**src/rtl/shared_reg_arb_pkg.sv**
```systemverilog
// rtl/shared_reg_arb_pkg.sv - shared types and helpers for the shared register arbiter
package shared_reg_arb_pkg;

    typedef enum logic {ARB_IDLE, ARB_LOCKED} arb_state_e;

    function automatic int unsigned next_idx(input int unsigned idx, input int unsigned n);
        return (idx + 1) % n;
    endfunction

endpackage

```
**src/rtl/rr_picker.sv**
```systemverilog
// rtl/rr_picker.sv - combinational rotating-priority search starting at ptr
module rr_picker #(
    parameter int NREQ = 4,
    parameter int IW   = $clog2(NREQ)
) (
    input  logic [NREQ-1:0] req,
    input  logic [IW-1:0]   ptr,
    output logic            any,
    output logic [IW-1:0]   winner
);

    logic [IW-1:0] idx;

    // Scan from the farthest offset down so the nearest requester after ptr wins last.
    always_comb begin
        any    = 1'b0;
        winner = '0;
        idx    = '0;
        for (int k = NREQ - 1; k >= 0; k--) begin
            idx = IW'((int'(ptr) + k) % NREQ);
            if (req[idx]) begin
                any    = 1'b1;
                winner = idx;
            end
        end
    end

endmodule

```
**src/rtl/shared_reg_arbiter.sv**
```systemverilog
// rtl/shared_reg_arbiter.sv - round-robin arbiter sharing one register, with bounded lock bursts
module shared_reg_arbiter
    import shared_reg_arb_pkg::*;
#(
    parameter int NREQ     = 4,
    parameter int WIDTH    = 8,
    parameter int MAX_LOCK = 16
) (
    input  logic                     clk,
    input  logic                     reset,
    input  logic [NREQ-1:0]          req,
    input  logic [NREQ-1:0]          lock,
    input  logic [NREQ*WIDTH-1:0]    wdata,
    output logic [NREQ-1:0]          gnt,
    output logic [WIDTH-1:0]         q,
    output logic                     q_valid,
    output logic [$clog2(NREQ)-1:0]  owner,
    output logic                     busy
);

    localparam int IW = $clog2(NREQ);
    localparam int CW = $clog2(MAX_LOCK + 1);

    arb_state_e        state_q, state_d;
    logic [IW-1:0]     ptr_q, ptr_d;
    logic [CW-1:0]     lock_cnt_q, lock_cnt_d;
    logic [WIDTH-1:0]  q_q, q_d;
    logic [NREQ-1:0]   gnt_q, gnt_d;
    logic              q_valid_q, q_valid_d;
    logic [IW-1:0]     owner_q, owner_d;
    logic              busy_q, busy_d;

    logic              any;
    logic [IW-1:0]     winner;

    rr_picker #(.NREQ(NREQ), .IW(IW)) u_picker (
        .req    (req),
        .ptr    (ptr_q),
        .any    (any),
        .winner (winner)
    );

    always_comb begin
        state_d    = state_q;
        ptr_d      = ptr_q;
        lock_cnt_d = lock_cnt_q;
        q_d        = q_q;
        gnt_d      = gnt_q;
        q_valid_d  = 1'b0;
        owner_d    = owner_q;
        busy_d     = busy_q;
        case (state_q)
            ARB_IDLE: begin
                gnt_d = '0;
                if (any) begin
                    q_d         = wdata[int'(winner)*WIDTH +: WIDTH];
                    gnt_d[winner] = 1'b1;
                    owner_d     = winner;
                    q_valid_d   = 1'b1;
                    if (lock[winner]) begin
                        state_d    = ARB_LOCKED;
                        busy_d     = 1'b1;
                        lock_cnt_d = CW'(1);
                    end else begin
                        ptr_d = IW'(next_idx(int'(winner), NREQ));
                    end
                end
            end
            ARB_LOCKED: begin
                // Release takes priority over a same-cycle write from the owner.
                if (!lock[owner_q] || lock_cnt_q == CW'(MAX_LOCK)) begin
                    gnt_d      = '0;
                    busy_d     = 1'b0;
                    lock_cnt_d = '0;
                    ptr_d      = IW'(next_idx(int'(owner_q), NREQ));
                    state_d    = ARB_IDLE;
                end else begin
                    lock_cnt_d = lock_cnt_q + CW'(1);
                    if (req[owner_q]) begin
                        q_d       = wdata[int'(owner_q)*WIDTH +: WIDTH];
                        q_valid_d = 1'b1;
                    end
                end
            end
            default: state_d = ARB_IDLE;
        endcase
    end

    always_ff @(posedge clk) begin
        if (reset) begin
            state_q    <= ARB_IDLE;
            ptr_q      <= '0;
            lock_cnt_q <= '0;
            q_q        <= '0;
            gnt_q      <= '0;
            q_valid_q  <= 1'b0;
            owner_q    <= '0;
            busy_q     <= 1'b0;
        end else begin
            state_q    <= state_d;
            ptr_q      <= ptr_d;
            lock_cnt_q <= lock_cnt_d;
            q_q        <= q_d;
            gnt_q      <= gnt_d;
            q_valid_q  <= q_valid_d;
            owner_q    <= owner_d;
            busy_q     <= busy_d;
        end
    end

    assign gnt     = gnt_q;
    assign q       = q_q;
    assign q_valid = q_valid_q;
    assign owner   = owner_q;
    assign busy    = busy_q;

endmodule

```
**config.mk**
```make
export PLATFORM = sky130hd
export DESIGN_NAME = shared_reg_arbiter
export DESIGN_NICKNAME = d
export VERILOG_FILES = /design/src/rtl/shared_reg_arb_pkg.sv /design/src/rtl/rr_picker.sv /design/src/rtl/shared_reg_arbiter.sv
export SDC_FILE = /design/constraint.sdc
export NUM_CORES = 1
export LEC_CHECK = 0
export CAP_MARGIN = 20
export CORE_UTILIZATION = 45
export DETAILED_ROUTE_END_ITERATION = 12
export GPL_ROUTABILITY_DRIVEN = 0
export PLACE_DENSITY = 0.89
export SYNTH_ARGS = -nofsm -noshare
export SYNTH_HDL_FRONTEND = slang
export SYNTH_SLANG_ARGS = --single-unit
```
**constraint.sdc**
```tcl
create_clock -name clk -period 5.7 [get_ports clk]
set_input_delay 1.14 -clock clk [delete_from_list [all_inputs] [get_ports clk]]
set_output_delay 1.14 -clock clk [all_outputs]
set_load 0.005 [all_outputs]
```
After elaboration in Yosys (flattened, before gate mapping)
Cells that the tools add are included.

storage, ports and cells
  register bits = 24
  input bits = 42
  output and inout bits = 16
  logic and storage cells = 90

cells by class
  add/subtract/negate cells = 6
  magnitude comparators = 7
  equal/unequal tests = 7
  shift-type cells = 2
  multiplexer cells = 51
  bitwise logic cells = 1
  reduce and logical (&&, ||, !) cells = 8

operators by type and width
  kind                   number
  $shiftx A32 B6 Y8      2
  $mux W8                3
  $mux W1                21
  $lt A2 B3 Y1 const B   6
  $pmux W8 S2            1
  $mux W5                3
  $bmux W1 S2            7
  $mux W2                7
  $pmux W5 S2            1
  $reduce_and A3 Y1      3
  $mux W4                2
  $ne A2 B2 Y1 const B   4
  $pmux W4 S2            1
  $add A2 B1 Y2 const B  3
  $pmux W1 S2            3
  $add A5 B1 Y5 const B  1
  $eq A5 B5 Y1 const B   1
  $add A2 B2 Y2 const B  2
  $ne A2 B1 Y1 const B   2
  $pmux W2 S2            1
  $reduce_and A2 Y1      2
  $demux W1 S2           1
  $ge A2 B1 Y1 const B   1
  $logic_and A1 B1 Y1    1
  other kinds (3)        3

Logic depth before layout (Yosys ltp)
  depth in word-level cells = 13
  gate-level depth with buffers = 9
  mapped depth without buffers = 8

By module
Synthesis repeated with hierarchy kept, for this count alone.

unflattened totals
  cell total of the unflattened synthesis = 134
  area, all modules = 1,375.1 µm²

modules (own cells, without submodules)
  module              instances  cells an instance  area each (µm²)  sequential area each (µm²)
  shared_reg_arbiter  1          121                1,297.5          480.5
  rr_picker           1          13                 77.6             0.0

Worst setup path before layout
Ideal clock, no wire load.

  path type = input to register
  start point = input port req[1]
  end point = register q_q[4], in the netlist q[4]
  library setup time = 0.117 ns
  arrival = 2.795 ns
  setup slack = 2.788 ns
  stages = 7
  cells stage by stage = nor4_2 or2_1 buf_6 o41a_1 buf_6 mux4_2 a22o_1

between the ends
  cells in the longest elaborated chain, start to end = 9

RTL lines
  element                        line                       text
  start, declared                shared_reg_arbiter.sv:11   input logic [NREQ-1:0] req,
  $bmux W1 S2                    rr_picker.sv:21            if (req[idx]) begin
  $mux W1 (implied by the code)  rr_picker.sv:21
  $mux W2 (4 in a row)           rr_picker.sv:21
  $shiftx A32 B6 Y8              shared_reg_arbiter.sv:56   q_d = wdata[int'(winner)*WIDTH +: WIDTH];
  $mux W8                        shared_reg_arbiter.sv:55   if (any) begin
  $pmux W8 S2                    shared_reg_arbiter.sv:52   case (state_q)
  end signal, assigned           shared_reg_arbiter.sv:103  q_q <= q_d;
  end, declared                  shared_reg_arbiter.sv:27   logic [WIDTH-1:0] q_q, q_d;

Parallel ways exist; a longest one is shown, timed or not. The select of a mux whose other input is x is not followed.
A chain may end at the register's enable or synchronous reset.

Final worst setup path
  start point = input port req[0]
  end point = register q_q[4], in the netlist q[4]

The elaborated chain is that of the path after synthesis.

==> flow_summary.toml <==
[global_route]
grt_pass1_wl_mm = 6.01
grtUsageMet2 = 0.439
grt_pass1_vias = 1328
grtUsageTotal = 0.238
grt_max_degree = 17
met1_usage = 0.273
antenna_found_initial = 0
grt_overflow = 0
grtUsageMet3 = 0.0431
busiest_layer = "met2"

[worst_setup_path]
crit_fanout = 10
worst_setup_path_end_kind = "flop"
worstPathRequired_ns = 5.94
crit_type = "in -> reg"
cp-start-kind = "input pin"
arrival_ns = 3.85

[sta]
fin_hold_ws_ns = 0.498
fin_crit_ns = 3.62
skew_ns = 0.0163
period_share = 0.634
hold_viol_final = 0
worst_pin_slew_ns = 0.840
maxSlewHeadroom = 0.437
setup_viol = 0
fmax_mhz = 277
drv_slew = 0
rsz0062_at_grt = "false"
setup_tns_ns = 0

[place]
dpl_cell_area_mm2 = 0.00194
port_buffers = 57
dp_hpwl_mm = 2.91

[die]
dieHeight_um = 57.1
die-area_mm2 = 0.00326
start_util = 0.483
die_width_um = 57.1
fp.coreArea_mm2 = 0.00283
pin_count = 58
num_rows = 19

[routing]
wirelength_mm = 3.69
drt_iter0_markers = 42
post-route-drc-count = 2
dr.pass1.iters = 8
wire_per_inst_um = 16.8
via_per_inst = 5.87
drtAntennaViolNets = 0
vias = 1291

[yosys]
synthTopCellsByCount = "24 x dfxtp_1, 13 x nor2_1, 11 x mux4_2"
ys_seq_elements = 24
ys_warn_count = 0
syn_area_per_cell_um2 = 10.3
syn_inst = 133
synth_top_area_share = 0.351
synth_cell_types = 38
synth_edf_count = 0
synthArstFlopShare = 0
synth.most_common_cell = "dfxtp_1"
synth-seq-area-share = 0.351
synth_area_leaders = "dfxtp_1 35%, mux4_2 18%, a22o_1 5.1%"
synth_top_area_cell = "dfxtp_1"
ys.flop_type = "dfxtp_1"
syn_nets = 177
synth_area_mm2 = 0.00137

[job]
maxCapViolations = 0

[clock_network]
cts_buffers = 3
ctsRootBufferMaster = "clkbuf_4"
cts_max_path_buffers = 2
cts_hold_buf = 0
cts_resized = 0
clock_latency_ns = 0.32
h-tree-depth = 1
clock-sinks = 24
clk_pin_slew_ns = 0.15
tritoncts = "yes"
cts_setup_buffers = 0

[power_and_ir_drop]
vdd_drop_max_mv = 0.253
cellPowerDensity_mw_per_mm2 = 379
power.leakage_nw = 0.754

[finish]
drive_above_1_share = 0.106
nets = 234
nFillCells = 202
antennaDiodeCount = 0
finalInstanceArea_mm2 = 0.00200
utilization = 0.705
syn2layout_area_growth_pct = 45.9

[hold_path]
worst_hold_path_type = "reg -> reg"

[run_status]
violations = "design-rule violations"
status = "finished with violations"
layout by cell type (no fill, tap or decap), types with 2 or more instances in the layout:
cell type        instances
mux4_2                  11
inv_1                    8
o31ai_1                  4
o21ai_0                  3
nand2b_1                 4
o211ai_1                 2
clkbuf_4                 3
nor2b_1                  5
nand2_1                  9
dfxtp_1                 24
nand4_1                  2
a21oi_1                  5
ha_1                     2
mux2i_1                  4
a32oi_1                  2
a22oi_1                  3
nor2_1                  13
clkdlybuf4s50_1         57
a22o_1                   8
final cells by class:
class | instances | area (um^2) | area share
Clock inverter | 1 | 30.0 | 0.0150
Tap cell | 31 | 38.8 | 0.0194
Timing Repair Buffer | 57 | 571 | 0.286
Clock buffer | 3 | 22.5 | 0.0113
Sequential cell | 24 | 480 | 0.241
Multi-Input combinational cell | 96 | 823 | 0.413
Inverter | 8 | 30.0 | 0.0150
path summary, 6_finish.rpt:
check	from	to	cells after the start	slack (ns)
hold / removal	q[3]	q[3]	1	0.50
setup / recovery	req[0]	q[4]	6	2.08
hold reg to reg	q[3]	q[3]	1	0.50
setup reg to reg	ptr_q[1]	ptr_q[1]	6	3.21
worst max-delay path: stages:
cell and delay (ns):
clkdlybuf4s50_1 0.50, nor4_2 0.45, or2_1 0.34, o41a_1 0.60, mux4_2 0.58, a22o_1 0.24
flip-flops by register name, indices dropped and copies added, names as in the netlist:
| name | count |
|---|---|
| owner | 2 |
| ptr_q | 2 |
| busy | 1 |
| lock_cnt_q | 5 |
| q | 8 |
| q_valid | 1 |
| gnt | 4 |
| state_q | 1 |
through the flow:
step                power, W  instances  setup WS, ns
finish              0.000755        220          2.08
global route        0.000802        220          1.89
CTS                 0.000757        220          2.09
detailed placement  0.000634        216          1.71
global placement    0.000622        216          1.81
floorplan           0.000498        133          2.79
logic make-up after synthesis:
logic type | after synthesis | share of synthesized area
xor+xnor | 1 | 0.00641
simple gates | 42 | 0.162
buf+inv | 13 | 0.0467
flops | 24 | 0.351
mux | 16 | 0.219
fa+ha+maj | 2 | 0.0183
compound gates | 35 | 0.197
power breakdown:
group	leakage (nW)	internal (W)	switching (W)
sequential	0.198	0.000216	0.0000465
combinational	0.528	0.000212	0.000156
clock	0.0279	0.0000711	0.0000530
total	0.754	0.000500	0.000256
per-layer routing:
metal | up-vias | share of wire
met2 | 44 | 0.55
met3 | 8 | 0.046
met4 | 0 | 0.018
li1 | 619 | -
met1 | 620 | 0.39
met5 | - | 0
(Power assumes the default switching activity.)
